`src/rtl/piezo_pkg.sv`:
```
// Shared types and the fixed note table for the piezo tune sequencer.
package piezo_pkg;

   // One tune entry: half-period in clocks and duration in 1/100 s.
   typedef struct packed {
      logic [14:0] per;
      logic [7:0]  dur;
   } note_t;

   localparam int TUNE_LEN = 6;

   // G6, C7, E7, G7, E7, G7
   localparam note_t TUNE [TUNE_LEN] = '{
      '{per: 15'd15944, dur: 8'd10},
      '{per: 15'd11945, dur: 8'd10},
      '{per: 15'd9480,  dur: 8'd10},
      '{per: 15'd7972,  dur: 8'd15},
      '{per: 15'd9480,  dur: 8'd5},
      '{per: 15'd7972,  dur: 8'd30}
   };

   typedef enum logic [1:0] {
      IDLE,
      PLAY,
      GAP
   } seq_state_t;

endpackage

```
`src/rtl/piezo_tone_gen.sv`:
```
// Square-wave generator: a half-period counter plus a toggle flop.
// Both outputs are forced low whenever the tone is not running.
module piezo_tone_gen (
   input  logic        clk,
   input  logic        rst_n,
   input  logic [14:0] per,
   input  logic        run,
   input  logic        restart,
   output logic        piezo,
   output logic        piezo_n
);

   logic [14:0] freq_cnt_q, freq_cnt_d;
   logic        tone_q, tone_d;

   // Next counter value and tone level; restart zeroes the count but keeps the level.
   always_comb begin
      // NOTE: every variable gets a default first so no path leaves it unassigned (no latch).
      freq_cnt_d = freq_cnt_q;
      tone_d     = tone_q;
      if (!run) begin
         freq_cnt_d = '0;
         tone_d     = 1'b0;
      end else if (restart) begin
         freq_cnt_d = '0;
      end else if (freq_cnt_q == per - 15'd1) begin
         freq_cnt_d = '0;
         tone_d     = ~tone_q;
      end else begin
         freq_cnt_d = freq_cnt_q + 15'd1;
      end
   end

   // Counter and tone registers with synchronous reset.
   always_ff @(posedge clk) begin
      // NOTE: sequential state uses non-blocking assignments; reset is sampled on the clock edge.
      if (!rst_n) begin
         freq_cnt_q <= '0;
         tone_q     <= 1'b0;
      end else begin
         freq_cnt_q <= freq_cnt_d;
         tone_q     <= tone_d;
      end
   end

   assign piezo   = run &  tone_q;
   assign piezo_n = run & ~tone_q;

endmodule

```
`src/rtl/piezo_tune_seq.sv`:
```
// Tune sequencer: walks the note table, hands each duration to the external
// duration counter and drives the differential piezo square wave.
// Optional macro PIEZO_GAP_EN inserts a silent gap of GAP_DUR between notes.
module piezo_tune_seq
   import piezo_pkg::*;
#(
   parameter int NUM_NOTES = 6
`ifdef PIEZO_GAP_EN
   ,
   parameter int GAP_DUR   = 2
`endif
) (
   input  logic       clk,
   input  logic       rst_n,
   input  logic       start,
   input  logic       note_over,
   output logic [7:0] note_dur,
   output logic       dur_clr,
   output logic       piezo,
   output logic       piezo_n,
   output logic       busy,
   output logic       done
);

   localparam int                IDX_W    = $clog2(NUM_NOTES);
   localparam logic [IDX_W-1:0] LAST_IDX = IDX_W'(NUM_NOTES - 1);

   seq_state_t       state_q, state_d;
   logic [IDX_W-1:0] idx_q, idx_d;
   note_t            cur_note;

   assign cur_note = TUNE[idx_q];

   // Next state, note index and the same-cycle dur_clr/done strobes; reset masks the strobes.
   always_comb begin
      state_d = state_q;
      idx_d   = idx_q;
      dur_clr = 1'b0;
      done    = 1'b0;
      if (rst_n) begin
         unique case (state_q)
            IDLE: begin
               if (start) begin
                  state_d = PLAY;
                  idx_d   = '0;
                  dur_clr = 1'b1;
               end
            end
            PLAY: begin
               if (note_over) begin
                  if (idx_q == LAST_IDX) begin
                     state_d = IDLE;
                     idx_d   = '0;
                     done    = 1'b1;
                  end else begin
                     dur_clr = 1'b1;
`ifdef PIEZO_GAP_EN
                     state_d = GAP;
`else
                     idx_d   = idx_q + IDX_W'(1);
`endif
                  end
               end
            end
`ifdef PIEZO_GAP_EN
            GAP: begin
               if (note_over) begin
                  state_d = PLAY;
                  idx_d   = idx_q + IDX_W'(1);
                  dur_clr = 1'b1;
               end
            end
`endif
            default: state_d = IDLE;
         endcase
      end
   end

   // State and note index registers.
   always_ff @(posedge clk) begin
      if (!rst_n) begin
         state_q <= IDLE;
         idx_q   <= '0;
      end else begin
         state_q <= state_d;
         idx_q   <= idx_d;
      end
   end

   // Duration presented to the counter for the current note or gap.
   always_comb begin
      note_dur = 8'd0;
      case (state_q)
         PLAY:    note_dur = cur_note.dur;
`ifdef PIEZO_GAP_EN
         GAP:     note_dur = 8'(GAP_DUR);
`endif
         default: note_dur = 8'd0;
      endcase
   end

   assign busy = (state_q != IDLE);

   piezo_tone_gen u_tone (
      .clk     (clk),
      .rst_n   (rst_n),
      .per     (cur_note.per),
      .run     (state_q == PLAY),
      .restart (dur_clr),
      .piezo   (piezo),
      .piezo_n (piezo_n)
   );

endmodule

```
`config.mk`:
```
export PLATFORM = sky130hd
export DESIGN_NAME = piezo_tune_seq
export DESIGN_NICKNAME = d
export VERILOG_FILES = /design/src/rtl/piezo_pkg.sv /design/src/rtl/piezo_tone_gen.sv /design/src/rtl/piezo_tune_seq.sv
export SDC_FILE = /design/constraint.sdc
export NUM_CORES = 1
export LEC_CHECK = 0
export ABC_CLOCK_PERIOD_IN_PS = 4500
export CELL_PAD_IN_SITES_DETAIL_PLACEMENT = 0
export CELL_PAD_IN_SITES_GLOBAL_PLACEMENT = 1
export CORE_UTILIZATION = 30
export DETAILED_ROUTE_END_ITERATION = 10
export PLACE_DENSITY_LB_ADDON = 0.1
export SYNTH_ARGS = -nofsm -noshare
export SYNTH_HDL_FRONTEND = slang
export SYNTH_HIERARCHICAL = 1
export SYNTH_SLANG_ARGS = --single-unit
```
`constraint.sdc`:
```
create_clock -name clk -period 4.5 [get_ports clk]
set_clock_uncertainty 0.05 [all_clocks]
set_input_delay 1.35 -clock clk [delete_from_list [all_inputs] [get_ports clk]]
set_output_delay 1.35 -clock clk [all_outputs]
set_load 0.03 [all_outputs]
```
* Word level (Yosys, flattened, before mapping)
Memories as Yosys holds them, arrays and structs flattened.
Index checks and enable logic that the tools add are counted.
** Storage, ports and cells
- Register bits :: 21
- Memory bits (read-only) :: 184
- Input bits :: 4
- Output and inout port bits :: 13
- Word-level logic and storage cells :: 50
- Memories :: 1
** Memories
- (no name shown) :: words 8, bits a word 23, read ports 1, clocked after memory_dff 0, write ports 0, line piezo_tune_seq.sv:32 : assign cur_note = TUNE[idx_q];
** Operators by class
- Add/subtract/negate cells :: 3
- $lt $le $gt $ge :: 1
- Equality and inequality tests :: 6
- Muxes and demuxes :: 20
- Bitwise operators :: 7
- Reduce and logical (&&, ||, !) cells :: 8
** Operator list (number)
- two-way mux 23 bit :: 2
- adder 15 x 1 -> 15 bit, second input constant :: 1
- equality test 15 bit :: 1
- subtractor 15 x 1 -> 15 bit, second input constant :: 1
- two-way mux 3 bit :: 3
- two-way mux 1 bit :: 8
- two-way mux 8 bit :: 1
- two-way mux 2 bit :: 3
- inequality test 2 bit, second input constant :: 3
- one-hot mux 3 bit (2 select lines) :: 1
- AND reduction 3 bit :: 2
- >= comparator 4 bit, second input constant :: 1
- NOT 1 bit :: 4
- NOT 3 -> 4 bit :: 1
- one-hot mux 2 bit (2 select lines) :: 1
- AND reduction 2 bit :: 2
- nonzero test 2 bit :: 2
- OR reduction 4 bit :: 1
- adder 3 x 1 -> 3 bit, second input constant :: 1
- equality test 3 bit, second input constant :: 1
- bitwise AND 1 bit :: 2
- equality test 2 x 1 -> 1 bit, second input constant :: 1
- logical NOT 2 bit :: 1
- one-hot mux 1 bit (2 select lines) :: 1

* Longest topological paths before layout
- Word-level depth :: 7
- Gate-level depth with buffers :: 13
- Mapped depth without buffers :: 11

* By module
Netlist, hierarchy kept.
** By module, submodules not included
- piezo_tone_gen :: times used 1, cells an instance 153, area each 1242.4 um^2, seq. area each 320.3 um^2
- piezo_tune_seq :: times used 1, cells an instance 53, area each 412.9 um^2, seq. area each 80.1 um^2

* Worst setup path after synthesis
Ideal clock, no wire load.
- Path type :: input -> output
- Start point :: input port note_over
- End point :: output port dur_clr
- Arrival :: 1.983 ns
- Slack :: 1.117 ns
- Stages :: 2
- Buffers on the path :: 0
- Cells stage by stage :: nand3_1 -> a21boi_1
** Between the ends
- Cells in the longest elaborated chain, start to end :: 3
** RTL lines
- from (decl) :: line piezo_tune_seq.sv:16 : input logic note_over,
- two-way mux 1 bit :: line piezo_tune_seq.sv:50 : if (note_over) begin
- one-hot mux 1 bit (2 select lines) :: line piezo_tune_seq.sv:41 : unique case (state_q)
- two-way mux 1 bit :: line piezo_tune_seq.sv:40 : if (rst_n) begin
- to (decl) :: line piezo_tune_seq.sv:18 : output logic dur_clr,
Every way passes these cells.

* Worst setup path after layout
- Start point :: input port rst_n
- End point :: output port dur_clr
** Between the ends
- Cells in the longest elaborated chain, start to end :: 1
** RTL lines
- from (decl) :: line piezo_tune_seq.sv:14 : input logic rst_n,
- two-way mux 1 bit :: line piezo_tune_seq.sv:40
Every way passes these cells.

==> flow_metrics.tcl <==
set metrics [dict create \
    wl_met2_um 1686 \
    drive_gt1_share_pct 7.083 \
    hold_class "flop to flop" \
    seq_area_um2 400.4 \
    io_pins 17 \
    cp.required_ns 3.10 \
    hold_violations 0 \
    num_antenna_cells 0 \
    synth-edff-count 0 \
    postRouteAntennaNets 0 \
    grt_pass1_wl_um 6396 \
    wl_per_cell_um 12.33 \
    grt_start_max_net_pins 17 \
    drt-total-wl_um 3823 \
    htreeDepth 1 \
    worst_setup_path_end_kind "primary output" \
    power_frac_seq_pct 47.6 \
    combPwrFrac_pct 16.2 \
    crit_path_top_delay_cell "clkdlybuf4s50_1" \
    grt_pass1_vias 1301 \
    first_iter_violations 69 \
    setup_viol 0 \
    cts_buffers 3 \
    cts_sinks 20 \
    async_reset_ff_share_pct 0 \
    clockBufferDepth 2 \
    cts_tree "built" \
    synth_top_cell_area_share_pct 24.19 \
    highest_layer "met4" \
    max_cap_viol_count 0 \
    syn_inst 206 \
    cts_hold_buf 0 \
    postCtsSetupBuffers 0 \
    yosysTopAreaCell "dfxtp_1" \
    yosys_warnings 6 \
    wl_met1_um 2013 \
    multi_input_area_um2 1245 \
    rsz0062_at_grt "no" \
    ir_drop_mv 0.1255 \
    portBuffers 13 \
    coreArea_um2 5205 \
    start_kind "input port" \
    layout.nets 253 \
    start_util_pct 31.80 \
    total_power_mw 0.3881 \
    worst_slew_pin_slew_ns 0.7753 \
    switching_share_pct 27.26 \
    crit_path_max_incr_delay_ns 0.70 \
    fillers 583 \
    routed_via_density 4.777 \
    synth.area.top_cells "dfxtp_1 24%, xnor2_1 7.9%, ha_1 6.0%, xor2_1 5.8%, nor3_1 5.4%" \
    crit_chain "clkdlybuf4s50_1 > a21boi_1 > clkdlybuf4s50_1" \
    dieArea_um2 5819 \
    cp_common_cell "clkdlybuf4s50_1" \
    yosysUniqueCellTypes 50 \
    gp_congestion 0.6967 \
    clk_pin_slew_worst_paths_ns 0.08 \
    cts_resized 0 \
    p_per_area_nw_per_um2 195.8 \
    clkLatencyLatePin_ns 0.26 \
    leakagePower_nw 0.7258 \
    status "finished clean" \
    clock_power_share_pct 36.2 \
    max_freq_ghz 0.2327 \
    avgSynthCellArea_um2 8.036 \
    grt-ovfl-total 0 \
    track_usage_pct 13.56 \
    drc 0 \
    drtPass1Iterations 4 \
    path_max_fanout 6 \
    die_h_um 76.28 \
    route.met3.wl_um 86 \
    synth-seq-cells 20 \
    finalCriticalPeriod_ns 4.297 \
    maxSlewViolCount 0 \
    die_x_um 76.28 \
    dominantRegCellSynth "dfxtp_1" \
    p_switching_mw 0.1058 \
    antenna_found_initial 0 \
    dr_total_vias 1481 \
    period_share_pct 95.49 \
    p_int_mw 0.2823 \
    tns_ns 0 \
    cts_root_buf "clkbuf_8" \
    worstPathArrival_ns 2.90 \
    area_growth_pct 19.73 \
    rows 26 \
    ys_seq_area_share_pct 24.19 \
    slew-limit-headroom_pct 48.32 \
    worstSetupPathType "input port to primary output" \
    hpwl_um 2923 \
    hold_ws_ns 0.4479 \
    synth_area_um2 1655 \
]
-- cells by family after synthesis --
family	count (synthesis)	share of synthesized area, %
adder cells (fa/ha/maj)	8	6.047
other	2	0.4537
AND/OR/NAND/NOR	96	33.18
AO/OA/AOI/OAI	30	13.15
flip-flops	20	24.19
multiplexers	6	3.628
buffers and inverters	18	5.593
XOR/XNOR	26	13.76
-- per-layer routing --
metal | track usage (%) | up-vias
met4 | 3.654 | 0
met1 | 18.51 | 680
met2 | 21.71 | 16
met3 | 2.515 | 4
li1 | - | 781
met5 | 0 | -
-- critical path, delay by kind of cell --
family                 cells  cell delay (ns)
AOI/OAI and AO/OA          1             0.26
buffers and inverters      2             1.28
-- power by group through the flow --
stage / sequential (mW) / clock [mW] / combinational [mW]
after global routing: 0.186 / 0.154 / 0.0701
final: 0.185 / 0.140 / 0.0630
after CTS: 0.185 / 0.147 / 0.0634
after global placement: 0.189 / 0 / 0.0636
after detailed placement: 0.189 / 0 / 0.0632
after floorplan: 0.188 / 0 / 0.0466
-- layout make-up --
type / count / area share (%)
Sequential cell: 20 / 20.20
Timing Repair Buffer: 17 / 8.081
Tap cell: 70 / 4.419
Multi-Input combinational cell: 190 / 62.82
Clock buffer: 4 / 2.778
Inverter: 9 / 1.705
-- stage by stage --
stage	utilization [%]	cell area, um2	setup slack [ns]	instances
floorplan	-	1738	1.117	228
global placement	37.02	1927	0.2031	306
detailed placement	37.02	1927	0.1911	306
CTS	38.08	1982	0.1852	310
global route	38.08	1982	0.1331	310
finish	38.08	1982	0.2028	310
-- sequential cells by signal, indices dropped and copies added, names as in the netlist --
signal and flops:
idx_q 3, u_tone/freq_cnt_q 15, state_q 1, u_tone/tone_q 1
-- synthesized netlist by cell type, drive strengths merged (2+ instances only) --
master   n
a31oi    2
o211ai   3
nand3   10
clkbuf   2
nand2   14
mux2i    6
nand2b   4
nand4    3
nor2b    5
nand3b   2
nor2    15
dfxtp   20
o21ai    4
nor3b    2
nor3    18
inv      9
a21boi   2
o22ai    5
a21oi    4
o31ai    2
and2     2
or4      5
conb     2
xor2    11
nor4     5
ha       8
buf      7
and3     7
xnor2   15
-- worst paths after layout --
| check | startpoint | to | slack, ns | cells after the start |
|---|---|---|---|---|
| setup reg to reg | idx_q[0]$_SDFFE_PN0P_ | u_tone/freq_cnt_q[7]$_SDFF_PP0_ | 0.90 | 10 |
| hold / removal | u_tone/tone_q$_SDFFE_PN0P_ | u_tone/tone_q$_SDFFE_PN0P_ | 0.45 | 2 |
| hold reg to reg | u_tone/tone_q$_SDFFE_PN0P_ | u_tone/tone_q$_SDFFE_PN0P_ | 0.45 | 2 |
| setup / recovery | rst_n | dur_clr | 0.20 | 3 |
-- cells in the final DEF (no fill, tap or decap), types with 2 or more instances in the layout --
master | Yosys | final
buf_4 | 4 | 4
nand4_1 | 3 | 3
and3_1 | 7 | 7
nor4_1 | 4 | 4
and2_1 | 2 | 2
xor2_1 | 11 | 11
o21ai_0 | 4 | 4
o22ai_1 | 4 | 4
nand3b_1 | 2 | 2
or4_1 | 5 | 5
nor2b_1 | 5 | 5
conb_1 | 2 | 24
nor3b_1 | 2 | 2
a21oi_1 | 4 | 4
ha_1 | 8 | 8
mux2i_1 | 6 | 6
xnor2_1 | 15 | 15
nor2_1 | 15 | 15
inv_1 | 8 | 8
nand2b_1 | 3 | 3
nand3_1 | 9 | 9
clkdlybuf4s50_1 | 0 | 13
o31ai_1 | 2 | 2
a31oi_1 | 2 | 2
dfxtp_1 | 20 | 20
nand2_1 | 12 | 12
clkbuf_8 | 0 | 4
nor3_1 | 18 | 18
o211ai_1 | 3 | 3
nand2_2 | 2 | 2
(Power assumes the default switching activity.)
